### src/rtl/sync_stage_sequencer_pkg.sv
// sync_stage_sequencer_pkg: sequencer state encoding and default memory wait limit
package sync_stage_sequencer_pkg;
    localparam int SEQ_WAIT_DEF = 16;
    typedef enum logic [3:0] {
        IDLE, BOOT, IF_REQ, IF_MEM, IF_OUT, DEC, RFR, ISS,
        ALU, LSU_IN, DAT_MEM, LSU_OUT, RFW, PCA, ERR
    } seq_state_e;
endpackage

### src/rtl/sync_stage_sequencer_wait_timer.sv
// seq_wait_timer: counts memory wait cycles and flags the last cycle allowed before timeout
module seq_wait_timer
    import sync_stage_sequencer_pkg::*;
#(
    parameter int WAIT_MAX = SEQ_WAIT_DEF
) (
    input  logic i_clk,
    input  logic i_rst_n,
    input  logic i_clear,
    input  logic i_cnt_en,
    output logic o_expired
);
    localparam int TW  = WAIT_MAX > 2 ? $clog2(WAIT_MAX) : 1;
    localparam int LIM = WAIT_MAX > 0 ? WAIT_MAX - 1 : 0;
    logic [TW-1:0] r_cnt;
    always_ff @(posedge i_clk) begin
        if (!i_rst_n || i_clear) r_cnt <= '0;
        else if (i_cnt_en)       r_cnt <= r_cnt + 1'b1;
    end
    // WAIT_MAX of zero disables the timeout; the counter then wraps harmlessly
    assign o_expired = (WAIT_MAX != 0) && (r_cnt == LIM[TW-1:0]);
endmodule

### src/rtl/sync_stage_sequencer.sv
// sync_stage_sequencer: clocked one-hot stage-enable sequencer with memory timeout and retire counter
module sync_stage_sequencer
    import sync_stage_sequencer_pkg::*;
#(
    parameter int WAIT_MAX = SEQ_WAIT_DEF,
    parameter int CNT_W    = 32
) (
    input  logic             clk_i,
    input  logic             rst_ni,
    input  logic             start_i,
    input  logic             boot_i,
    input  logic             halt_i,
    input  logic             ins_rvalid_i,
    input  logic             dat_rvalid_i,
    input  logic             req_data_i,
    input  logic             data_we_i,
    input  logic             req_rf_w_i,
    output logic             en_ife_in_o,
    output logic             en_ins_mem_o,
    output logic             en_ife_out_o,
    output logic             en_dec_o,
    output logic             en_rfr_o,
    output logic             en_iss_o,
    output logic             en_alu_o,
    output logic             en_lsu_in_o,
    output logic             en_dat_mem_o,
    output logic             en_lsu_out_o,
    output logic             en_rfw_o,
    output logic             en_pca_o,
    output logic             boot_o,
    output logic             busy_o,
    output logic             err_o,
    output logic [CNT_W-1:0] instret_o
);
    seq_state_e       r_state, w_nxt;
    logic [CNT_W-1:0] r_instret;
    logic             w_wait, w_rvalid, w_expired;

    assign w_wait   = (r_state == IF_MEM) || (r_state == DAT_MEM);
    assign w_rvalid = (r_state == IF_MEM) ? ins_rvalid_i : dat_rvalid_i;

    seq_wait_timer #(.WAIT_MAX(WAIT_MAX)) u_timer (
        .i_clk     (clk_i),
        .i_rst_n   (rst_ni),
        .i_clear   (!w_wait),
        .i_cnt_en  (w_wait && !w_rvalid),
        .o_expired (w_expired)
    );

    always_ff @(posedge clk_i) begin
        if (!rst_ni) begin
            r_state   <= IDLE;
            r_instret <= '0;
        end else begin
            r_state   <= w_nxt;
            r_instret <= (r_state == PCA) ? r_instret + 1'b1 : r_instret;
        end
    end

    always_comb begin
        w_nxt = r_state;
        unique case (r_state)
            IDLE:    w_nxt = start_i ? (boot_i ? BOOT : IF_REQ) : IDLE;
            BOOT:    w_nxt = IF_REQ;
            IF_REQ:  w_nxt = IF_MEM;
            IF_MEM:  w_nxt = ins_rvalid_i ? IF_OUT : (w_expired ? ERR : IF_MEM);
            IF_OUT:  w_nxt = DEC;
            DEC:     w_nxt = RFR;
            RFR:     w_nxt = ISS;
            ISS:     w_nxt = ALU;
            ALU:     w_nxt = req_data_i ? LSU_IN : (req_rf_w_i ? RFW : PCA);
            LSU_IN:  w_nxt = DAT_MEM;
            DAT_MEM: w_nxt = dat_rvalid_i ? LSU_OUT : (w_expired ? ERR : DAT_MEM);
            LSU_OUT: w_nxt = data_we_i ? PCA : RFW;
            RFW:     w_nxt = PCA;
            PCA:     w_nxt = halt_i ? IDLE : IF_REQ;
            ERR:     w_nxt = ERR;
            default: w_nxt = IDLE;
        endcase
    end

    assign en_ife_in_o  = r_state == IF_REQ;
    assign en_ins_mem_o = r_state == IF_MEM;
    assign en_ife_out_o = r_state == IF_OUT;
    assign en_dec_o     = r_state == DEC;
    assign en_rfr_o     = r_state == RFR;
    assign en_iss_o     = r_state == ISS;
    assign en_alu_o     = r_state == ALU;
    assign en_lsu_in_o  = r_state == LSU_IN;
    assign en_dat_mem_o = r_state == DAT_MEM;
    assign en_lsu_out_o = r_state == LSU_OUT;
    assign en_rfw_o     = r_state == RFW;
    assign en_pca_o     = (r_state == PCA) || (r_state == BOOT);
    assign boot_o       = r_state == BOOT;
    assign busy_o       = (r_state != IDLE) && (r_state != ERR);
    assign err_o        = r_state == ERR;
    assign instret_o    = r_instret;
endmodule

### config.mk
export PLATFORM = sky130hd
export DESIGN_NAME = sync_stage_sequencer
export DESIGN_NICKNAME = d
export VERILOG_FILES = /design/src/rtl/sync_stage_sequencer_pkg.sv /design/src/rtl/sync_stage_sequencer_wait_timer.sv /design/src/rtl/sync_stage_sequencer.sv
export SDC_FILE = /design/constraint.sdc
export NUM_CORES = 1
export LEC_CHECK = 0
export ABC_AREA = 1
export BUFFER_PORTS_ARGS = -buffer_cell sky130_fd_sc_hd__buf_4
export CAP_MARGIN = 20
export CELL_PAD_IN_SITES_DETAIL_PLACEMENT = 1
export CELL_PAD_IN_SITES_GLOBAL_PLACEMENT = 1
export CORE_MARGIN = 2
export CORE_UTILIZATION = 30
export DETAILED_ROUTE_END_ITERATION = 7
export HOLD_SLACK_MARGIN = 0.1
export PLACE_DENSITY_LB_ADDON = 0.1
export SYNTH_ARGS = -nofsm -noshare
export SYNTH_HDL_FRONTEND = slang
export SYNTH_SLANG_ARGS = --single-unit
### constraint.sdc
create_clock -name clk_i -period 1.7 [get_ports clk_i]
set_clock_uncertainty 0.15 [all_clocks]
set_input_delay 0.085 -clock clk_i [delete_from_list [all_inputs] [get_ports clk_i]]
set_output_delay 0.085 -clock clk_i [all_outputs]
set_load 0.005 [all_outputs]
==> metrics.cfg <==
[global_route]
grt_pass1_wl_mm=12.1
grtUsageTotal_pct=17.8
grt_start_max_net_pins=15
gr-usage-met2_pct=31.7
grt_use_met1_pct=21.7
use_met3_pct=3.59
antenna_found_initial=0
grt_overflow=0
first_global_vias=2615
busiest_layer=met2

[floorplan]
core_um2=7290
initial_utilization_pct=31.0
dieHeight_um=90.8
row_count=31
die-area_um2=8250
num_io_pins=57
die_w_um=90.8

[critical_path]
worstPathMaxFanout=10
r2r_start=instret_o[1]
crit_slowest_cell=dfxtp_2
crit_type=register to register
end_kind=register
cp.required_ns=1.79
crit_start=instret_o[1]
worst_path_largest_cell_delay_ns=0.37
cpMostUsedCell=nand2_1
crit_chain=ha_1, inv_1, nor2_2, nand2_4, nor2_8, nand3_1, nand2_1, nand2_1, nor2_1
crit_arrival_ns=1.68
r2r_setup_slack_ns=0.11
worstSetupStartpointType=register

[power_and_ir_drop]
ir_drop_uv=302
powerDensity_nw_per_um2=590
leakage_nw=1.53

[synth]
netlist_area_um2=2260
synth_fp_nets=371
synth_seq_area_share_pct=35.4
ys_warn_count=0
async_flop_share_pct=0
netlist_top_cells_count=nand2_1 (90), nor2_1 (82), inv_1 (41)
ys.flop_type=dfxtp_1
synth.avg_cell_area_um2=6.30
synth_top_cell_area_share_pct=35.4
yosysMostFrequentCell=nand2_1
synthCells=359
synth_edf_count=0
yosysTopAreaCell=dfxtp_1
synthTopCellsByArea=dfxtp_1 (35%), nand2_1 (15%), nor2_1 (14%)
yosys_register_bits=40
synth_cell_types=25

[timing]
setup_viol=0
period_share_pct=93.7
fmax_mhz=628
finalHoldViolations=0
worst_slew_pin_slew_ns=0.276
fin_worst_hold_slack_ns=0.112
min_period_ns=1.59
drv_slew=0
relSlewSlack_pct=81.6

[cts]
clk_latency_ns=0.30
cts_max_level=2
cts_num_sinks=40
cts_buffers=5
cts_root_buffer=clkbuf_8
clockBufferDepth=2
cts.clk_slew.worst_paths_ns=0.09
cts_tree=built

[status]
outcome=finished, final reports clean

[placement]
portBuffers=56
hpwlAfterDp_mm=5.57
gp_congestion=0.794

[routing]
vias=2575
wl_per_cell_um=13.4
antenna_left=0
viasPerCell=4.71
drc=0
wl_mm=7.34
drtIter0Drc=37
drt_pass1_iterations=4

[layout]
nNetsFinal=459
diodes=0
area_delta_synth_final_pct=41.1
fin_util_pct=43.7
nFillCells=1004
drive_gt1_share_pct=27.2

[worst_hold_path]
worstHoldStart=req_rf_w_i
hold_path.class=input pin to register

[run]
maxCapViolCount=0

-- metrics by stage --
step	instance area, um2	power, mW	instances	setup TNS (ns)	setup slack [ns]
global route	3190	1.98	547	-0.00853	-0.00853
floorplan	2260	1.12	359	0	0.221
CTS	3070	1.91	542	0	0.00767
finish	3190	1.88	547	0	0.108
detailed placement	2910	1.24	527	0	0.00298
global placement	2910	1.24	527	0	0.0372
-- layout by cell type, fill, tap and decap left out, drive strengths merged --
| cell type | Yosys | layout |
|---|---|---|
| dfxtp | 40 | 40 |
| and3 | 1 | 1 |
| nor2 | 88 | 89 |
| inv | 41 | 41 |
| clkbuf | 4 | 5 |
| nand3 | 29 | 29 |
| nand4 | 8 | 8 |
| dlygate4sd3 | 0 | 7 |
| buf | 1 | 78 |
| nor3 | 3 | 3 |
| o211ai | 1 | 1 |
| xor2 | 3 | 3 |
| a21oi | 26 | 26 |
| o21bai | 1 | 1 |
| o31ai | 1 | 1 |
| ha | 2 | 2 |
| nand2 | 94 | 94 |
| or2 | 1 | 1 |
| nand3b | 1 | 1 |
| o21ai | 13 | 13 |
| clkinv | 0 | 3 |
| o22ai | 1 | 1 |
-- final timing paths --
check        depth (start not counted)       endpoint
min                                  6     r_state[0]
max reg2reg                          9  instret_o[30]
max                                  9  instret_o[30]
min reg2reg                          1   instret_o[9]
-- critical path: cells and delay by family, from the launching register on --
family                   cells  cell delay, ns
buffers and inverters        1            0.06
flip-flops                   1            0.37
adder cells (fa/ha/maj)      1            0.17
AND/OR/NAND/NOR              7            0.79
-- layer usage --
metal  up-vias  share of wire (%)
met5         -                  0
met4         0                1.0
met3         6                3.1
met2        42                 50
met1      1206                 46
li1       1321                  -
-- state kept, by name, summed over array words and instances (netlist names) --
register and cells:
instret_o 32, r_state 4, u_timer.r_cnt 4
-- repair_timing --
action                     CTS  global route
pin swaps                    0             3
hold buffers                 7             0
setup endpoints to repair    3            29
buffers inserted             0             4
gates cloned                 0             1
hold endpoints to repair    16             0
gates resized for setup      1            28
-- report_power, final --
| part | internal [mW] | leakage (nW) | switching (mW) |
|---|---|---|---|
| Combinational | 0.118 | 1.15 | 0.150 |
| Clock | 0.286 | 0.0479 | 0.355 |
| Sequential | 0.950 | 0.328 | 0.0219 |
| Total | 1.35 | 1.53 | 0.527 |
-- cells by family (layout without fill, tap and decap cells) --
| family | count (synthesis) | after routing | synth area share (%) |
|---|---|---|---|
| flip-flops | 40 | 40 | 35.4 |
| buffers and inverters | 46 | 134 | 7.97 |
| AND/OR/NAND/NOR | 225 | 226 | 44.4 |
| adder cells (fa/ha/maj) | 2 | 2 | 1.11 |
| XOR/XNOR | 3 | 3 | 1.16 |
| AO/OA/AOI/OAI | 43 | 43 | 9.91 |
-- area by class of cell --
class / instances / area (um2) / area share [%]
Clock buffer: 5 / 68.8 / 2.16
Timing Repair Buffer: 85 / 668 / 20.9
Sequential cell: 40 / 815 / 25.5
Tap cell: 99 / 124 / 3.88
Inverter: 41 / 154 / 4.83
Multi-Input combinational cell: 274 / 1340 / 42.1
Clock inverter: 3 / 18.8 / 0.588
No activity file was read; power rests on OpenSTA's default activity.
